<file path="src/rtl/fns_pkg.sv">
// -----------------------------------------------------------------------------
// fns_pkg
// Shared definitions for the Fibonacci-numeral-system (FNS) forbidden-pattern-
// free encoder:
//   fib(k)      : Fibonacci number, fib(1)=fib(2)=1 (64-bit, usable at
//                 elaboration time)
//   fpf_dw(n)   : binary data width needed to carry every codable value of an
//                 n-bit FPF code, clog2(fib(n+2))
//   fpf_max(n)  : largest codable value of an n-bit FPF code, fib(n+2)-1
//   fpf_state_e : encoder FSM states
// -----------------------------------------------------------------------------
package fns_pkg;

    typedef enum logic [1:0] {
        IDLE = 2'd0,
        RUN  = 2'd1,
        DONE = 2'd2
    } fpf_state_e;

    function automatic logic [63:0] fib(input int k);
        logic [63:0] a;
        logic [63:0] b;
        logic [63:0] t;
        a = 64'd0;  // fib(0)
        b = 64'd1;  // fib(1)
        for (int i = 1; i < k; i++) begin
            t = a + b;
            a = b;
            b = t;
        end
        return (k <= 0) ? 64'd0 : b;
    endfunction

    function automatic int fpf_dw(input int n);
        return $clog2(fib(n + 2));
    endfunction

    function automatic logic [63:0] fpf_max(input int n);
        return fib(n + 2) - 64'd1;
    endfunction

endpackage

</file>
<file path="src/rtl/fpf_bit_step.sv">
// -----------------------------------------------------------------------------
// fpf_bit_step
// Combinational decision of one FPF code bit at position idx (idx >= 1).
//   residue      : value still to be represented by bits idx..0
//   idx          : bit position being decided
//   upper        : previously decided bit idx+1
//   top          : idx is the most significant code bit (no upper neighbour)
//   code_bit     : decided bit
//   residue_next : residue after removing this bit's weight fib(idx+1)
// -----------------------------------------------------------------------------
module fpf_bit_step
    import fns_pkg::*;
#(
    parameter int N  = 12,
    parameter int DW = fpf_dw(N),
    parameter int IW = $clog2(N)
) (
    input  logic [DW-1:0] residue,
    input  logic [IW-1:0] idx,
    input  logic          upper,
    input  logic          top,
    output logic          code_bit,
    output logic [DW-1:0] residue_next
);

    localparam int TBL = 2 ** IW;

    // Per-position thresholds: below lo the bit must be 0, at or above hi it
    // must be 1; in between either choice is codable, so the bit copies its
    // upper neighbour to avoid creating a 010/101 pattern. Table is padded to
    // a power of two so every idx value addresses a defined entry.
    logic [DW-1:0] lo_tbl [TBL];
    logic [DW-1:0] hi_tbl [TBL];

    generate
        for (genvar gi = 0; gi < TBL; gi++) begin : g_tbl
            if (gi < N) begin : g_used
                assign lo_tbl[gi] = DW'(fib(gi + 1));
                assign hi_tbl[gi] = DW'(fib(gi + 2));
            end else begin : g_pad
                assign lo_tbl[gi] = '0;
                assign hi_tbl[gi] = '0;
            end
        end
    endgenerate

    logic [DW-1:0] lo_thr;
    logic [DW-1:0] hi_thr;

    always_comb begin
        lo_thr = lo_tbl[idx];
        hi_thr = hi_tbl[idx];
        code_bit = 1'b0;
        if (residue >= hi_thr) begin
            code_bit = 1'b1;
        end else if (residue >= lo_thr) begin
            // The top bit has no neighbour above; treating it as 0 makes the
            // rule collapse to "1 iff residue >= fib(N+1)".
            code_bit = upper & ~top;
        end
        // Threshold was checked first, so this never underflows.
        residue_next = code_bit ? (residue - lo_thr) : residue;
    end

endmodule

</file>
<file path="src/rtl/fpf_encoder_seq.sv">
// -----------------------------------------------------------------------------
// fpf_encoder_seq
// Iterative FNS forbidden-pattern-free encoder: one code bit per clock, MSB
// first, with valid/ready handshakes on both sides.
//   clock      : sole clock
//   reset      : synchronous active-high reset
//   in_valid   : datain valid
//   in_ready   : word can be accepted this cycle
//   datain     : unsigned value, DW = clog2(fib(N+2)) bits
//   out_valid  : codeout/out_err hold a finished result
//   out_ready  : consumer takes the result this cycle
//   codeout    : N-bit FPF codeword
//   out_err    : datain exceeded fib(N+2)-1, codeout saturated to all ones
//   busy       : encoding in progress
// -----------------------------------------------------------------------------
module fpf_encoder_seq
    import fns_pkg::*;
#(
    parameter  int N  = 12,
    localparam int DW = fpf_dw(N)
) (
    input  logic          clock,
    input  logic          reset,
    input  logic          in_valid,
    output logic          in_ready,
    input  logic [DW-1:0] datain,
    output logic          out_valid,
    input  logic          out_ready,
    output logic [N-1:0]  codeout,
    output logic          out_err,
    output logic          busy
);

    localparam int            IW      = $clog2(N);
    localparam logic [DW-1:0] MAXV    = DW'(fpf_max(N));
    localparam logic [IW-1:0] IDX_TOP = IW'(N - 1);
    localparam logic [IW-1:0] IDX_ONE = IW'(1);

    generate
        if (N < 3 || N > 24) begin : g_bad_n
            $error("fpf_encoder_seq: N=%0d outside legal range 3..24", N);
        end
    endgenerate

    fpf_state_e    state_reg, state_next;
    logic [DW-1:0] residue_reg, residue_next;
    logic [IW-1:0] idx_reg, idx_next;
    logic [N-1:0]  code_reg, code_next;
    logic          err_reg, err_next;

    logic          accept;
    logic          load;
    logic          upper_bit;
    logic          step_bit;
    logic [DW-1:0] step_residue;

    assign in_ready  = (state_reg == IDLE) || ((state_reg == DONE) && out_ready);
    assign accept    = in_valid && in_ready;
    assign out_valid = (state_reg == DONE);
    assign busy      = (state_reg == RUN);
    assign codeout   = code_reg;
    assign out_err   = err_reg;

    // Neighbour above the bit being decided.
    always_comb begin
        upper_bit = 1'b0;
        for (int i = 0; i < N - 1; i++) begin
            if (idx_reg == IW'(i)) begin
                upper_bit = code_reg[i + 1];
            end
        end
    end

    fpf_bit_step #(
        .N  (N),
        .DW (DW),
        .IW (IW)
    ) u_step (
        .residue      (residue_reg),
        .idx          (idx_reg),
        .upper        (upper_bit),
        .top          (idx_reg == IDX_TOP),
        .code_bit     (step_bit),
        .residue_next (step_residue)
    );

    always_ff @(posedge clock) begin
        if (reset) begin
            state_reg   <= IDLE;
            residue_reg <= '0;
            idx_reg     <= '0;
            code_reg    <= '0;
            err_reg     <= 1'b0;
        end else begin
            state_reg   <= state_next;
            residue_reg <= residue_next;
            idx_reg     <= idx_next;
            code_reg    <= code_next;
            err_reg     <= err_next;
        end
    end

    always_comb begin
        state_next   = state_reg;
        residue_next = residue_reg;
        idx_next     = idx_reg;
        code_next    = code_reg;
        err_next     = err_reg;
        load         = 1'b0;

        case (state_reg)
            IDLE: begin
                load = accept;
            end
            RUN: begin
                code_next[idx_reg] = step_bit;
                residue_next       = step_residue;
                if (idx_reg == IDX_ONE) begin
                    // What is left (0 or 1) is exactly the weight-1 LSB.
                    code_next[0] = step_residue[0];
                    err_next     = 1'b0;
                    state_next   = DONE;
                end else begin
                    idx_next = idx_reg - IDX_ONE;
                end
            end
            DONE: begin
                if (accept) begin
                    load = 1'b1;
                end else if (out_ready) begin
                    state_next = IDLE;
                end
            end
            default: begin
                state_next = IDLE;
            end
        endcase

        if (load) begin
            if (datain > MAXV) begin
                // Out-of-range words skip encoding and report at once.
                state_next = DONE;
                code_next  = '1;
                err_next   = 1'b1;
            end else begin
                state_next   = RUN;
                residue_next = datain;
                idx_next     = IDX_TOP;
                code_next    = '0;
                err_next     = 1'b0;
            end
        end
    end

endmodule

</file>
<file path="config.mk">
export PLATFORM = sky130hd
export DESIGN_NAME = fpf_encoder_seq
export DESIGN_NICKNAME = d
export VERILOG_FILES = /design/src/rtl/fns_pkg.sv /design/src/rtl/fpf_bit_step.sv /design/src/rtl/fpf_encoder_seq.sv
export SDC_FILE = /design/constraint.sdc
export NUM_CORES = 1
export LEC_CHECK = 0
export CORE_MARGIN = 1.5
export CORE_UTILIZATION = 50
export DETAILED_ROUTE_END_ITERATION = 16
export PLACE_DENSITY = 0.72
export SLEW_MARGIN = 20
export SYNTH_ARGS = -nofsm -noshare
export SYNTH_HDL_FRONTEND = slang
export SYNTH_HIERARCHICAL = 1
export SYNTH_SLANG_ARGS = --single-unit
</file>
<file path="constraint.sdc">
create_clock -name clock -period 8.2 [get_ports clock]
set_input_delay 2.05 -clock clock [delete_from_list [all_inputs] [get_ports clock]]
set_output_delay 2.05 -clock clock [all_outputs]
set_load 0.05 [all_outputs]
</file>
==> flow_summary.yaml, run 1 <==
synthesis:
  synth.mux.area_fraction: 0.09056
  synth_area_sq_mm: 0.002597
  ys_ff_latch: 28
  synth.yosys.seq_area_share: 0.2158
  async_reset_ff_frac: 0
  synth_top_family_by_area: "compound AO/OA/AOI/OAI gates"
  synth_nets: 364
  synth_top_flop_cell: "dfxtp_1"
  synth.distinct_cells: 58
  netlist_instances: 322
  yosys_warnings: 6
  synthXorXnorAreaFrac: 0.02360
  synth_edf_count: 0
  synth_compound_area_frac: 0.2418
  synth.avg_cell_area_sq_um: 8.067
  synth-adder-area-share: 0.1426
  synthSimpleGateAreaFrac: 0.2187
sta:
  fin_skew_ns: 0.003319
  period_share: 0.6748
  max_slew.worst_pin.slew_ns: 1.079
  hold_viol: 0
  max_freq_mhz: 180.7
  slew_violations: 0
  relSlewSlack: 0.2787
  fin_tns_setup_ns: 0
  min_period_ns: 5.533
  setup_viol: 0
  rsz0062_at_grt: "no"
floorplan:
  num_rows: 26
  core-area_sq_mm: 0.005042
  die_h_um: 75.08
  fp.dieW_um: 75.08
  ios: 29
  dieArea_sq_mm: 0.005636
  start_util: 0.5151
setup_path:
  crit_cells: 4
  crit_arrival_ns: 3.48
  cp_common_cell: "clkdlybuf4s50_1"
  required_ns: 6.15
  r2r_cells: 13
  path_cells: "clkdlybuf4s50_1 -> nor2b_1 -> nor2_1 -> clkdlybuf4s50_1"
  cp_num_buf_inv: 2
  crit_path_end_kind: "output pin"
  worst-setup-path-type: "input port to output pin"
  path_delay_family: "buffers and inverters"
  cpPeakStageDelay_ns: 0.80
  path_max_fanout: 3
  cp-start-kind: "input port"
  slowest_stage: "clkdlybuf4s50_1"
global_routing:
  antenna_found_initial: 0
  grt_max_degree: 29
  grt_util_all_layers: 0.2177
  grt_pass1_vias: 2087
  grt_pass1_wl_um: 9687
  grt-ovfl-total: 0
power:
  p_seq_frac: 0.282
  ir_drop_v: 0.0001140
  switchingPower_mw: 0.2435
  power.internal_mw: 0.3673
  clock_power_share: 0.178
  power_leakage_nw: 1.188
  power_frac_comb: 0.540
  p_per_area_mw_per_mm2: 209.7
  netSwitchingFraction: 0.3987
clock_network:
  clock_latency_ns: 0.27
  cts_hold_buf: 0
  path_clk_slew_ns: 0.10
  cts_max_level: 1
  cts_tree: "yes"
  cts_sinks: 28
  cts_root_buf: "clkbuf_8"
  cts_inserted_buffers: 3
  cts_setup_buffers: 0
  cts.repair.resized: 0
  cts.path.max_buffers: 2
route:
  drt_first_pass_iters: 4
  vias_per_cell: 5.634
  vias: 2276
  postRouteAntennaNets: 0
  first_iter_violations: 92
  wl_um: 5666
  post-route-drc-count: 0
  wl_per_cell_um: 14.02
finish:
  area_growth_pct: 12.14
  stdcell_count: 404
  drive_gt1_frac: 0.08683
  antenna_cells: 0
  nNetsFinal: 377
  largest_register_ffs: 12
min_path:
  hold_class: "register to register"
  hold_path_depth: 2
job:
  max-cap-violations: 0
placed_design:
  portBuffers: 28
  dp.cells: 400
  hpwl_um: 4216
  place.gp.congestion: 0.8487
run_status:
  status: "completed"
## area by class of cell
cell class,count,area [sq um]
inverters,12,50.05
fillers,475,2130
repair buffers,28,280.3
clock inverters,1,30.03
clock buffers,3,41.29
multi-input cells,262,1863
flip-flops and latches,28,560.5
well taps,70,87.58
## power by group through the flow
stage / registers (mW) / clock network (mW) / logic [mW]
global route: 0.175 / 0.116 / 0.363
finish: 0.172 / 0.109 / 0.330
floorplan: 0.187 / 0 / 0.252
detailed placement: 0.175 / 0 / 0.325
CTS: 0.172 / 0.111 / 0.328
global placement: 0.175 / 0 / 0.323
## cells by family (layout without fill, tap and decap cells)
kind of cell    count (synthesis)  count (layout)
mux                            20              20
xor+xnor                        7               7
simple gates                  117             117
flops                          28              28
buf+inv                        32              44
compound gates                 89              89
fa+ha+maj                      29              29
## synthesized netlist by cell type (all sizes together) (2+ instances only)
library cell	instances	area, sq um
and2	4	28.78
a311oi	8	120.1
a21oi	38	190.2
and3	2	12.51
ha	28	350.3
o41ai	2	25.03
nor2b	9	56.30
xnor2	3	26.28
xor2	4	35.03
nand2b	13	81.33
o21a	3	22.52
dfxtp	28	560.5
nand3	16	80.08
a211oi	3	32.53
nand2	39	146.4
o21ai	15	75.07
mux2	7	105.1
o211ai	4	35.03
o22ai	2	12.51
clkbuf	9	36.29
inv	12	50.05
buf	11	87.58
mux2i	13	130.1
a211o	2	17.52
nor2	25	93.84
## worst min-delay path, cell delays in order, from the launching register on
cell and delay, ns:
dfxtp_1 0.33, nand3_1 0.06, a21oi_1 0.06
## final timing paths
kind / slack (ns) / start / end
setup / recovery: 2.67 / out_ready / in_ready
hold / removal: 0.49 / out_err$_SDFFE_PP0P_ / out_err$_SDFFE_PP0P_
setup reg to reg: 3.97 / idx_reg[0]$_SDFF_PP0_ / codeout[0]$_SDFFE_PP0P_
hold reg to reg: 0.49 / out_err$_SDFFE_PP0P_ / out_err$_SDFFE_PP0P_
## cells in the final DEF, fill, tap and decap left out, types with 2 or more instances in the layout
master / instances
nand2_1: 39
a21oi_1: 38
ha_1: 28
dfxtp_1: 28
clkdlybuf4s50_1: 28
nor2_1: 25
nand3_1: 16
nand2b_1: 13
o21ai_0: 13
mux2i_1: 13
inv_1: 11
nor2b_1: 9
a311oi_2: 8
mux2_4: 7
xor2_1: 4
o211ai_1: 3
xnor2_1: 3
clkbuf_8: 3
o21a_1: 3
and2_1: 2
o21ai_1: 2
o22ai_1: 2
a211oi_2: 2
and3_1: 2
a211o_1: 2
## through the flow
step | power, mW | hold slack (ns) | area (sq um) | setup WS (ns) | utilization
2_1_floorplan | 0.4395 | 0.4866 | 2597 | 3.415 | -
3_3_place_gp | 0.4977 | 0.4640 | 2841 | 2.670 | 0.5635
3_5_place_dp | 0.4999 | 0.4611 | 2841 | 2.668 | 0.5635
4_1_cts | 0.6110 | 0.4791 | 2913 | 2.656 | 0.5777
5_1_grt | 0.6549 | 0.4939 | 2913 | 2.575 | 0.5777
6_report | 0.6108 | 0.4856 | 2913 | 2.667 | 0.5777
## metal layers
layer | vias up | wire [um] | track usage
met5 | - | 0 | 0
met4 | 0 | 68 | 0.04848
met3 | 10 | 160 | 0.02276
met2 | 51 | 2421 | 0.3343
met1 | 1051 | 3015 | 0.3268
li1 | 1164 | - | -
Note: power is estimated with default switching activity, not from simulation.
==> run 2, diff against run 1 <==
- clock period: 8.2 -> 5.3 ns (I/O delays scaled with it)
==> flow_summary.yaml, run 2 (synthesized netlist as in run 1, its figures left out) <==
global_routing:
  grt_pass1_wl_um: 9673
  grt_pass1_vias: 2100
  antenna_found_initial: 0
  grt_util_all_layers: 0.2164
  grt_max_degree: 29
  grt-ovfl-total: 0
clock_network:
  cts.path.max_buffers: 2
  cts_inserted_buffers: 3
  cts.repair.resized: 0
  clock_latency_ns: 0.28
  path_clk_slew_ns: 0.10
  cts_hold_buf: 0
  cts_setup_buffers: 0
  cts_tree: "yes"
  cts_root_buf: "clkbuf_8"
  cts_max_level: 1
  cts_sinks: 28
route:
  first_iter_violations: 99
  vias_per_cell: 5.732
  postRouteAntennaNets: 0
  vias: 2327
  wl_um: 5925
  drt_first_pass_iters: 4
  wl_per_cell_um: 14.59
  post-route-drc-count: 0
power:
  power_leakage_nw: 1.197
  p_per_area_mw_per_mm2: 326.1
  ir_drop_v: 0.0002228
  power_mw: 0.9547
setup_path:
  path_max_fanout: 3
  worst-setup-path-type: "input port to output pin"
  crit_arrival_ns: 2.76
  slowest_stage: "clkdlybuf4s50_1"
  crit_path_end_kind: "output pin"
  cp-start-kind: "input port"
  required_ns: 3.97
  cp_common_cell: "clkdlybuf4s50_1"
  cpPeakStageDelay_ns: 0.80
  path_cells: "clkdlybuf4s50_1 -> nor2b_1 -> nor2_1 -> clkdlybuf4s50_1"
sta:
  min_period_ns: 4.087
  setup_viol: 0
  hold_viol: 0
  rsz0062_at_grt: "no"
  slew_violations: 0
  max_slew.worst_pin.slew_ns: 0.8852
  fin_skew_ns: 0.002545
  max_freq_mhz: 244.7
  fin_tns_setup_ns: 0
  period_share: 0.7711
  relSlewSlack: 0.4080
finish:
  largest_register_ffs: 12
  drive_gt1_frac: 0.09226
  final_common_cell: "nand2_1"
  nNetsFinal: 379
  mostFrequentLayoutCells: "39 x nand2_1, 38 x a21oi_1, 28 x ha_1, 28 x dfxtp_1, 28 x clkdlybuf4s50_1"
  antenna_cells: 0
  area_growth_pct: 12.72
placed_design:
  hpwl_um: 4461
  place.gp.congestion: 0.8565
  portBuffers: 28
floorplan:
  num_rows: 26
  die_h_um: 75.08
  fp.dieW_um: 75.08
  start_util: 0.5151
  ios: 29
  core-area_sq_mm: 0.005042
  dieArea_sq_mm: 0.005636
min_path:
  hold_class: "register to register"
job:
  max-cap-violations: 0
run_status:
  status: "completed"
## run 2: through the flow
step / util / instances / instance area, sq um / setup slack, ns / hold WS, ns
final: 0.5806 / 406 / 2928 / 1.213 / 0.4776
after global routing: 0.5806 / 406 / 2928 / 1.151 / 0.5183
after detailed placement: 0.5665 / 402 / 2856 / 1.223 / 0.4652
after CTS: 0.5806 / 406 / 2928 / 1.208 / 0.4840
after floorplan: - / 322 / 2597 / 1.965 / 0.4866
after global placement: 0.5665 / 402 / 2856 / 1.218 / 0.4647
## run 2: critical path, delay by kind of cell
kind / cells / cell delay [ns]
buffers and inverters: 2 / 1.29
and+or+nand+nor: 2 / 0.14
## run 2: per-layer routing
layer | routed length (um) | GRT usage | up-vias
met4 | 51 | 0.04646 | 0
met1 | 2990 | 0.3108 | 1094
li1 | - | - | 1178
met3 | 215 | 0.02142 | 6
met5 | 0 | 0 | -
met2 | 2667 | 0.3510 | 49
## run 2: worst paths after layout
| check | startpoint | slack, ns | to | cells after the start |
|---|---|---|---|---|
| max | out_ready | 1.21 | in_ready | 4 |
| min | out_err$_SDFFE_PP0P_ | 0.48 | out_err$_SDFFE_PP0P_ | 2 |
| max reg2reg | idx_reg[0]$_SDFF_PP0_ | 1.52 | codeout[0]$_SDFFE_PP0P_ | 14 |
| min reg2reg | out_err$_SDFFE_PP0P_ | 0.48 | out_err$_SDFFE_PP0P_ | 2 |
## run 2: area by class of cell
class | count | area (sq um)
clock buffer | 3 | 41.29
clock inverter | 1 | 30.03
fill | 469 | 2115
inverter | 12 | 50.05
multi-input combinational | 262 | 1863
sequential | 28 | 560.5
tap | 70 | 87.58
timing repair buffer | 30 | 295.3
## run 2: report_power, final
| part | total [mW] | switching (mW) | internal, mW |
|---|---|---|---|
| sequential | 0.267 | 0.0339 | 0.233 |
| combinational | 0.517 | 0.280 | 0.236 |
| clock | 0.171 | 0.0701 | 0.101 |
